$ cat config.mk
export PLATFORM = sky130hd
export DESIGN_NAME = cb_arb
export DESIGN_NICKNAME = d
export VERILOG_FILES = /design/src/rtl/cb_pkg.sv /design/src/rtl/cb_rr_pick.sv /design/src/rtl/cb_arb.sv
export SDC_FILE = /design/constraint.sdc
export NUM_CORES = 1
export LEC_CHECK = 0
export CELL_PAD_IN_SITES_DETAIL_PLACEMENT = 2
export CELL_PAD_IN_SITES_GLOBAL_PLACEMENT = 2
export CORE_MARGIN = 1
export CORE_UTILIZATION = 35
export CTS_BUF_LIST = sky130_fd_sc_hd__clkbuf_8
export CTS_CLUSTER_SIZE = 20
export DETAILED_ROUTE_END_ITERATION = 16
export DONT_BUFFER_PORTS = 1
export GPL_ROUTABILITY_DRIVEN = 1
export HOLD_SLACK_MARGIN = 0.08
export PLACE_DENSITY_LB_ADDON = 0.1
export SYNTH_ARGS = -nofsm -noshare
export SYNTH_HDL_FRONTEND = slang
export SYNTH_SLANG_ARGS = --single-unit
$ cat constraint.sdc
create_clock -name clk -period 11.8 [get_ports clk]
set_input_delay 2.36 -clock clk [delete_from_list [all_inputs] [get_ports clk]]
set_output_delay 2.36 -clock clk [all_outputs]
set_load 0.01 [all_outputs]
$ cat src/rtl/cb_pkg.sv
// Shared definitions for the cb_arb circular-buffer controller: FSM encoding,
// default depth and small count helpers. Optional build macro used by cb_arb: CB_ARB_STATS_EN.
package cb_pkg;

  localparam logic [0:0] ST_RUN   = 1'b0;
  localparam logic [0:0] ST_FLUSH = 1'b1;

  localparam int unsigned CB_IDX_DFLT = 3;
  localparam int unsigned DEPTH       = 1 << CB_IDX_DFLT;

  function automatic logic [1:0] min2(input logic [1:0] a, input logic [1:0] b);
    return (a < b) ? a : b;
  endfunction

  // A count field of 3 means "as many as a 2-wide buffer can take".
  function automatic logic [1:0] sat2(input logic [1:0] c);
    return (c == 2'd3) ? 2'd2 : c;
  endfunction

  function automatic logic [1:0] clip2(input logic [31:0] v);
    return (v > 32'd2) ? 2'd2 : v[1:0];
  endfunction

endpackage

$ cat src/rtl/cb_rr_pick.sv
// Two-requester all-or-nothing round-robin grant and packing of granted
// entries onto the two cb write lanes (priority requester first, din1 first).
module cb_rr_pick #(
  parameter int CB_WIDTH = 8
) (
  input  logic                prio,
  input  logic [1:0]          cnt0,
  input  logic [1:0]          cnt1,
  input  logic [1:0]          slots,
  input  logic [CB_WIDTH-1:0] d0_1,
  input  logic [CB_WIDTH-1:0] d0_2,
  input  logic [CB_WIDTH-1:0] d1_1,
  input  logic [CB_WIDTH-1:0] d1_2,
  output logic                gnt0,
  output logic                gnt1,
  output logic                prio_gnt,
  output logic [1:0]          push_cnt,
  output logic [CB_WIDTH-1:0] din1,
  output logic [CB_WIDTH-1:0] din2,
  output logic                din1_en,
  output logic                din2_en
);

  logic [1:0]          cp, co, np, no, rem;
  logic                gp, go;
  logic [CB_WIDTH-1:0] pd1, pd2, od1, od2;

  // grant decision and lane packing
  always_comb begin
    cp  = prio ? cnt1 : cnt0;
    co  = prio ? cnt0 : cnt1;
    pd1 = prio ? d1_1 : d0_1;
    pd2 = prio ? d1_2 : d0_2;
    od1 = prio ? d0_1 : d1_1;
    od2 = prio ? d0_2 : d1_2;

    gp  = (cp != 2'd0) && (cp <= slots);
    np  = gp ? cp : 2'd0;
    rem = slots - np;
    go  = (co != 2'd0) && (co <= rem);
    no  = go ? co : 2'd0;

    push_cnt = np + no;
    prio_gnt = gp;
    gnt0     = prio ? go : gp;
    gnt1     = prio ? gp : go;

    if (np != 2'd0) begin
      din1 = pd1;
    end else if (no != 2'd0) begin
      din1 = od1;
    end else begin
      din1 = {CB_WIDTH{1'b0}};
    end

    if (np == 2'd2) begin
      din2 = pd2;
    end else if ((np == 2'd1) && (no != 2'd0)) begin
      din2 = od1;
    end else if (no == 2'd2) begin
      din2 = od2;
    end else begin
      din2 = {CB_WIDTH{1'b0}};
    end

    din1_en = (push_cnt != 2'd0);
    din2_en = (push_cnt == 2'd2);
  end

endmodule

$ cat src/rtl/cb_arb.sv
// Controller for one 2-wide circular buffer: push arbitration, pops, tail squash,
// flush sequencing and shadow-occupancy cross-check. Optional macro: CB_ARB_STATS_EN.
module cb_arb
  import cb_pkg::*;
#(
  parameter int CB_IDX   = 3,
  parameter int CB_WIDTH = 8
) (
  input  logic                clk,
  input  logic                reset,
  input  logic [1:0]          req0_cnt,
  input  logic [CB_WIDTH-1:0] req0_d1,
  input  logic [CB_WIDTH-1:0] req0_d2,
  input  logic [1:0]          req1_cnt,
  input  logic [CB_WIDTH-1:0] req1_d1,
  input  logic [CB_WIDTH-1:0] req1_d2,
  output logic                gnt0,
  output logic                gnt1,
  input  logic [1:0]          pop_req,
  output logic [1:0]          pop_gnt,
  input  logic                squash,
  input  logic [CB_IDX-1:0]   squash_cnt,
  input  logic                flush_req,
  output logic                flush_done,
  output logic [CB_WIDTH-1:0] din1,
  output logic [CB_WIDTH-1:0] din2,
  output logic                din1_en,
  output logic                din2_en,
  output logic                dout1_req,
  output logic                dout2_req,
  output logic                move_tail,
  output logic [CB_IDX-1:0]   tail_offset,
  input  logic                cb_full,
  input  logic                cb_full_almost,
  output logic [CB_IDX:0]     occ,
  output logic                sync_err,
  output logic [15:0]         stall_cnt0,
  output logic [15:0]         stall_cnt1
);

  localparam int OW = CB_IDX + 1;
  localparam logic [CB_IDX:0] DEPTH_L = OW'(1 << CB_IDX);

  logic [0:0]        state_q, state_d;
  logic [CB_IDX:0]   occ_q, occ_d, occ_nx, free_s;
  logic              rr_q, rr_d;
  logic              sync_err_q, sync_err_d;
  logic              run_s, flushing_s, sq_act_s, prio_gnt_s;
  logic [1:0]        slots_s, push_s, pop_s;
  logic [CB_IDX-1:0] tail_off_s, retract_s;

  // squash qualification and push capacity for this cycle
  always_comb begin
    run_s      = !reset;
    flushing_s = (state_q == ST_FLUSH);
    sq_act_s   = run_s && !flushing_s && squash && (squash_cnt != {CB_IDX{1'b0}});
    free_s     = DEPTH_L - occ_q;
    if (!run_s || flushing_s || sq_act_s) begin
      slots_s = 2'd0;
    end else begin
      slots_s = clip2(32'(free_s));
    end
  end

  cb_rr_pick #(.CB_WIDTH(CB_WIDTH)) u_pick (
    .prio     (rr_q),
    .cnt0     (sat2(req0_cnt)),
    .cnt1     (sat2(req1_cnt)),
    .slots    (slots_s),
    .d0_1     (req0_d1),
    .d0_2     (req0_d2),
    .d1_1     (req1_d1),
    .d1_2     (req1_d2),
    .gnt0     (gnt0),
    .gnt1     (gnt1),
    .prio_gnt (prio_gnt_s),
    .push_cnt (push_s),
    .din1     (din1),
    .din2     (din2),
    .din1_en  (din1_en),
    .din2_en  (din2_en)
  );

  // pops, retraction, occupancy update and FSM next state
  always_comb begin
    tail_off_s = ({1'b0, squash_cnt} < occ_q) ? squash_cnt : occ_q[CB_IDX-1:0];
    retract_s  = sq_act_s ? tail_off_s : {CB_IDX{1'b0}};

    if (!run_s) begin
      pop_s = 2'd0;
    end else if (flushing_s) begin
      pop_s = clip2(32'(occ_q));
    end else if (sq_act_s) begin
      pop_s = 2'd0;
    end else begin
      pop_s = min2(sat2(pop_req), clip2(32'(occ_q)));
    end

    occ_nx     = occ_q + OW'(push_s) - OW'(pop_s) - OW'(retract_s);
    flush_done = run_s && flushing_s && (occ_nx == {OW{1'b0}});
    occ_d      = occ_nx;
    rr_d       = prio_gnt_s ? ~rr_q : rr_q;
    sync_err_d = sync_err_q
               | (cb_full != (occ_q == DEPTH_L))
               | (cb_full_almost != (occ_q == (DEPTH_L - OW'(1))));

    case (state_q)
      ST_RUN:   state_d = flush_req ? ST_FLUSH : ST_RUN;
      ST_FLUSH: state_d = (occ_nx == {OW{1'b0}}) ? ST_RUN : ST_FLUSH;
      default:  state_d = ST_RUN;
    endcase
  end

  // controller state
  always_ff @(posedge clk) begin
    if (reset) begin
      state_q    <= ST_RUN;
      occ_q      <= {OW{1'b0}};
      rr_q       <= 1'b0;
      sync_err_q <= 1'b0;
    end else begin
      state_q    <= state_d;
      occ_q      <= occ_d;
      rr_q       <= rr_d;
      sync_err_q <= sync_err_d;
    end
  end

  assign pop_gnt     = pop_s;
  assign dout1_req   = (pop_s != 2'd0);
  assign dout2_req   = (pop_s == 2'd2);
  assign move_tail   = sq_act_s;
  assign tail_offset = retract_s;
  assign occ         = occ_q;
  assign sync_err    = sync_err_q;

`ifdef CB_ARB_STATS_EN
  logic [15:0] stall0_q, stall0_d, stall1_q, stall1_d;

  // saturating stall counters: request present but not granted
  always_comb begin
    if ((req0_cnt != 2'd0) && !gnt0 && (stall0_q != 16'hFFFF)) begin
      stall0_d = stall0_q + 16'd1;
    end else begin
      stall0_d = stall0_q;
    end
    if ((req1_cnt != 2'd0) && !gnt1 && (stall1_q != 16'hFFFF)) begin
      stall1_d = stall1_q + 16'd1;
    end else begin
      stall1_d = stall1_q;
    end
  end

  // stall counter registers
  always_ff @(posedge clk) begin
    if (reset) begin
      stall0_q <= 16'h0000;
      stall1_q <= 16'h0000;
    end else begin
      stall0_q <= stall0_d;
      stall1_q <= stall1_d;
    end
  end

  assign stall_cnt0 = stall0_q;
  assign stall_cnt1 = stall1_q;
`else
  assign stall_cnt0 = 16'h0000;
  assign stall_cnt1 = 16'h0000;
`endif

endmodule

# ---- Yosys cells after proc, flatten, opt, wreduce, memory -nomap -nowiden
# Index checks and enable logic that the tools add are counted.
dict set report word_totals {
  elab_cells 82
  input_bits 47
  regBits 7
  out_inout_bits 66
}
dict set report classes {
  n_addsub 6
  n_eq_ne 12
  mux 30
  n_reduce_logical 20
  bitwise_logic 4
  magnitude_cmp 6
}
# cell n
set op_table {}
lappend op_table {{8-bit 2-to-1 mux} 9}
lappend op_table {{2-bit 2-to-1 mux} 14}
lappend op_table {{2-bit equality test (second input constant)} 7}
lappend op_table {{2-bit nonzero test} 6}
lappend op_table {{4-bit by 2-bit > comparator with 1-bit output (second input constant)} 2}
lappend op_table {{1-bit logical AND} 8}
lappend op_table {{3-bit 2-to-1 mux} 2}
lappend op_table {{4-bit by 2-bit adder with 4-bit output} 1}
lappend op_table {{4-bit by 3-bit equality test with 1-bit output (second input constant)} 1}
lappend op_table {{4-bit equality test (second input constant)} 1}
lappend op_table {{2-bit <= comparator} 2}
lappend op_table {{4-bit logical NOT} 1}
lappend op_table {{3-bit by 4-bit < comparator with 1-bit output} 1}
lappend op_table {{1-bit 2-to-1 mux} 4}
lappend op_table {{4-bit by 2-bit subtractor with 4-bit output} 1}
lappend op_table {{4-bit by 3-bit subtractor with 4-bit output} 1}
lappend op_table {{4-bit subtractor (first input constant)} 1}
lappend op_table {{3-bit nonzero test} 1}
lappend op_table {{2-bit adder} 1}
lappend op_table {{2-bit by 1-bit equality test with 1-bit output (second input constant)} 1}
lappend op_table {{1-bit logical NOT} 2}
lappend op_table {{1-bit logical OR} 2}
lappend op_table {{2-bit < comparator} 1}
lappend op_table {{1-bit inequality test} 2}
lappend op_table {{other kinds (4)} 6}

# ---- Logic depth before layout (Yosys ltp)
dict set report logic_depth {
  ltp_word 20
  ltp_mapped 29
}

# ---- Cells and area by module
# Synthesis repeated with hierarchy kept, for this count alone.
dict set report hier_totals {
  hier_cells 265
  hier_area_um2 2085.8
}
# mod area_per_inst_um2 n_inst cells_per_inst
set by_module_without_submodules {}
lappend by_module_without_submodules {cb_arb 1143.6 1 148}
lappend by_module_without_submodules {cb_rr_pick 942.2 1 117}

# ---- Least setup slack after synthesis
# No wires, ideal clock.
dict set report synth_path {
  path_type {in2out}
  start {input squash_cnt[0]}
  end {output flush_done}
  setup_slack_ns 1.440
  n_path_buf 3
  required_ns 9.440
  t_arrival_ns 8.000
  path_stages 28
  cell_sequence {o31ai_1 > and2_1 > buf_2 > o21ai_0 > ha_1 > nor3b_1 > and4_2 > a21oi_4 > buf_2 > a22oi_1 > xnor2_1 > ha_1 > nor2b_1 > o21a_1 > clkbuf_1 > nor2_1 > ha_1 > a21boi_1 > o211a_1 > or2_2 > fa_1 > inv_1 > ha_1 > a21o_1 > a21oi_1 > xnor2_1 > nor4b_1 > nor2b_1}
}
dict set report synth_via {
  elab_chain_len 17
  elab_cells_between_ends 23
}
# item line_no
set synth_lines {}
lappend synth_lines {{start: declaration} cb_arb.sv:22} ;# input logic [CB_IDX-1:0] squash_cnt,
lappend synth_lines {{3-bit nonzero test} cb_arb.sv:56} ;# sq_act_s = run_s && !flushing_s && squash && (squash_cnt != {CB_IDX{1'b0}});
lappend synth_lines {{1-bit logical AND} cb_arb.sv:56}
lappend synth_lines {{1-bit logical OR} cb_arb.sv:58} ;# if (!run_s || flushing_s || sq_act_s) begin
lappend synth_lines {{2-bit 2-to-1 mux} cb_arb.sv:58}
lappend synth_lines {{2-bit <= comparator} cb_rr_pick.sv:37} ;# gp = (cp != 2'd0) && (cp <= slots);
lappend synth_lines {{1-bit logical AND} cb_rr_pick.sv:37}
lappend synth_lines {{2-bit 2-to-1 mux} cb_rr_pick.sv:38} ;# np = gp ? cp : 2'd0;
lappend synth_lines {{2-bit subtractor} cb_rr_pick.sv:39} ;# rem = slots - np;
lappend synth_lines {{2-bit <= comparator} cb_rr_pick.sv:40} ;# go = (co != 2'd0) && (co <= rem);
lappend synth_lines {{1-bit logical AND} cb_rr_pick.sv:40}
lappend synth_lines {{2-bit 2-to-1 mux} cb_rr_pick.sv:41} ;# no = go ? co : 2'd0;
lappend synth_lines {{2-bit adder} cb_rr_pick.sv:43} ;# push_cnt = np + no;
lappend synth_lines {{4-bit by 2-bit adder with 4-bit output} cb_arb.sv:99} ;# occ_nx = occ_q + OW'(push_s) - OW'(pop_s) - OW'(retract_s);
lappend synth_lines {{4-bit by 2-bit subtractor with 4-bit output} cb_arb.sv:99}
lappend synth_lines {{4-bit by 3-bit subtractor with 4-bit output (*)} cb_arb.sv:99}
lappend synth_lines {{4-bit logical NOT (*)} cb_arb.sv:100} ;# flush_done = run_s && flushing_s && (occ_nx == {OW{1'b0}});
lappend synth_lines {{1-bit logical AND (*)} cb_arb.sv:100}
lappend synth_lines {{end: declaration} cb_arb.sv:24} ;# output logic flush_done,
# Every way passes the cells marked *; elsewhere a longest branch is shown, timed or not.

# ---- Final worst setup path
# Same ends and word-level chain as after synthesis.

==> results.py <==
metrics = {
    "setup_path": {
        "r2r_start": "occ[1]",
        "critPathRequiredTime_ns": 9.44,
        "rrSetupSlack_ns": 4.98,
        "path_class": "in2out",
        "cp-end-kind": "output port",
        "r2r_cells": 26,
        "cp_max_fo": 15,
        "rr_endpoint": "flushing_s",
        "start_kind": "primary input",
        "cp_data_arrival_time_ns": 8.67,
    },
    "clock_tree": {
        "cts.sinks": 7,
        "cts_hold_buf": 0,
        "cts_resized": 0,
        "cts_made_buffers": 3,
        "clkSlewWorstSetupHoldPaths_ns": 0.04,
        "cts_tree": "built",
        "cts_root_buffer": "clkbuf_8",
        "post_cts_buffers": 0,
        "htreeDepth": 1,
        "clock_latency_ns": 0.23,
        "clockBufferDepth": 2,
    },
    "routing": {
        "drtPass1Iterations": 10,
        "drt_iter0_markers": 73,
        "wl_met2_um": 3540,
        "wl_met1_um": 3430,
        "vias": 2262,
        "drc": 16,
        "wl_um": 7370,
        "ant_nets": 0,
        "top_layer": "met4",
        "avgViaCountPerCell": 5.83,
        "dr_wl_met3_um": 373,
        "detail_route.wl_per_cell_um": 19.0,
    },
    "synthesis": {
        "yosysWarningCount": 0,
        "synthSimpleGateAreaFrac": 0.220,
        "ys_ff_latch": 7,
        "yosysTopAreaCell": "mux2i_1",
        "synth_ff_type": "dfxtp_1",
        "syn_inst": 325,
        "synthAdderAreaFrac": 0.123,
        "synthDistinctLibCells": 57,
        "async_reset_ff_frac": 0,
        "synth.area.top_cells": "mux2i_1 (11%), buf_4 (10%), ha_1 (8.9%)",
        "syn_area_um2": 2380,
        "synth_top_family_by_area": "compound AO/OA/AOI/OAI gates",
        "synth_enable_flop_cells": 0,
        "postSynthAreaPerCell_um2": 7.33,
        "seq_area_frac_synth": 0.0589,
        "synth-xor-area-share": 0.0257,
        "synth_mux_area_frac": 0.120,
        "synth_top_area_share": 0.105,
        "synth_compound_area_frac": 0.269,
    },
    "flow_run": {
        "max_cap_viol_count": 0,
    },
    "final_layout": {
        "n_antenna_cell": 0,
        "synthToLayoutAreaGrowth_pct": -2.73,
        "nets": 380,
        "final_layout_size_suffix_gt1_frac": 0.0868,
        "multi_input_area_um2": 1920,
        "postLayoutCellArea_um2": 2320,
        "fill_cells": 815,
        "seq_area_um2": 141,
    },
    "floorplan": {
        "coreArea_um2": 6460,
        "rows": 29,
        "io_pins": 113,
        "die_y_um": 84.5,
        "dieWidth_um": 84.5,
        "initial_utilization": 0.369,
        "die_area_um2": 7140,
    },
    "placed_design": {
        "hpwl_um": 6100,
        "io_buffers": 0,
        "place.gp.congestion": 0.771,
        "placed_area_um2": 2270,
    },
    "timing": {
        "skew_ns": 0.00250,
        "post-route-min-period_ns": 11.03,
        "drv_slew": 0,
        "hold_viol": 0,
        "period_share": 0.935,
        "worstMarginPinSlew_ns": 0.857,
        "setup_viol": 0,
        "rsz0062_at_grt": "no",
        "setup_tns_ns": 0,
        "timing.slew.headroom": 0.429,
        "fmaxAchievable_mhz": 90.7,
    },
    "run_status": {
        "status": "finished, violations left",
        "violations": "DRC",
    },
    "grt": {
        "antenna_found_initial": 0,
        "grt_pass1_wl_um": 12300,
        "grt_max_degree": 49,
        "grt_use_total": 0.211,
        "grt_pass1_vias": 2346,
        "gr-total-overflow": 0,
    },
    "min_path": {
        "worstHoldStart": "flushing_s",
        "worstHoldPathCells": 1,
        "hold_class": "reg2reg",
        "hold_path_end": "flushing_s",
    },
    "power_and_ir_drop": {
        "vdd_drop_max_v": 0.000100,
        "leakagePower_nw": 1.01,
        "powerDensity_nw_per_um2": 248,
    },
}
[cell families after synthesis]
family,Yosys count
AO/OA/AOI/OAI,86
XOR/XNOR,7
adder cells (fa/ha/maj),21
buffers and inverters,76
flip-flops,7
multiplexers,27
other,1
AND/OR/NAND/NOR,100
[worst max-delay path, cell delays in order]
cell and delay, ns:
o31ai_1 0.38, and2_1 0.35, o21ai_0 0.21, ha_1 0.28
nor3b_1 0.15, and4_2 0.26, a21oi_4 0.40, a22oi_1 0.14
xnor2_1 0.16, ha_1 0.30, nor2b_1 0.16, o21a_1 0.46
nor2_1 0.09, ha_1 0.21, nor3_1 0.26, a211oi_1 0.11
or2_2 0.34, fa_1 0.53, inv_1 0.05, ha_1 0.26
a21o_1 0.17, a21oi_1 0.20, xnor2_1 0.13, nor4b_1 0.41
nor2b_1 0.29
[routing by layer]
metal,vias up,GRT usage
met5,-,0
met4,0,0.0231
met3,3,0.0265
met2,58,0.367
met1,1110,0.287
li1,1091,-
[cells in the final DEF, fill, tap and decap left out, types with 2 or more instances in the layout]
cell type / synthesis / layout
or2_2: 2 / 2
a211o_1: 8 / 8
nor3b_1: 2 / 2
nor2b_1: 7 / 7
and3_4: 2 / 2
nand2_1: 25 / 25
nor3_1: 14 / 14
a21boi_0: 2 / 2
inv_1: 23 / 24
a31oi_1: 3 / 3
nand2b_1: 2 / 2
a211oi_1: 10 / 10
xnor2_1: 6 / 6
o32ai_1: 8 / 8
o21ai_0: 9 / 9
fa_1: 4 / 4
nand3_1: 15 / 15
a21oi_1: 19 / 19
mux2i_1: 25 / 25
ha_1: 17 / 17
nor2_1: 12 / 12
a21o_1: 4 / 4
conb_1: 1 / 32
o21a_1: 2 / 2
a31o_2: 9 / 9
buf_4: 33 / 2
dfxtp_1: 7 / 6
and2_1: 3 / 3
clkbuf_8: 0 / 3
nand4_1: 9 / 9
[power by group]
part,switching (mW),internal (mW),leakage [nW]
Sequential,0.0194,0.0327,0.0586
Clock,0.0104,0.0225,0.0269
Combinational,0.303,0.186,0.928
Total,0.333,0.242,1.01
[sequential cells by signal, indices dropped and copies added, names as in the netlist]
register    cells
flushing_s      1
occ             4
rr_q            1
sync_err        1
[layout make-up]
cell class | instances | area share
clock buffers | 3 | 0.0178
clock inverters | 1 | 0.00162
inverters | 25 | 0.0405
multi-input cells | 273 | 0.831
flip-flops and latches | 7 | 0.0610
well taps | 77 | 0.0416
repair buffers | 2 | 0.00648
[worst max path at each step]
| stage | start | endpoint | slack, ns |
|---|---|---|---|
| after floorplan | squash_cnt[0] | flush_done | 1.44 |
| after global placement | squash_cnt[0] | flush_done | 1.08 |
| after detailed placement | squash_cnt[0] | flush_done | 0.79 |
| after CTS | squash_cnt[0] | flush_done | 0.71 |
| after global routing | squash_cnt[0] | flush_done | 0.16 |
| final | squash_cnt[0] | flush_done | 0.77 |
[stage by stage]
step	hold slack [ns]	worst slack [ns]	util	total power, mW	instances
2_1_floorplan	0.485	1.44	-	0.448	356
3_3_place_gp	0.560	1.08	0.352	0.533	384
3_5_place_dp	0.560	0.786	0.352	0.546	384
4_1_cts	0.581	0.714	0.359	0.584	388
5_1_grt	0.608	0.160	0.359	0.638	388
6_report	0.567	0.769	0.359	0.575	388
[synthesized netlist by cell type (3+ instances only)]
cell type and count:
a211o_1 8, a211oi_1 10, a21o_1 4, a21oi_1 19
a31o_2 9, a31oi_1 3, and2_1 3, buf_2 7
buf_4 33, clkbuf_1 8, dfxtp_1 7, fa_1 4
ha_1 17, inv_1 23, mux2i_1 25, nand2_1 25
nand3_1 15, nand4_1 9, nor2_1 12, nor2b_1 7
nor3_1 14, o21ai_0 9, o32ai_1 8, xnor2_1 6
Note: power is estimated with default switching activity, not from simulation.
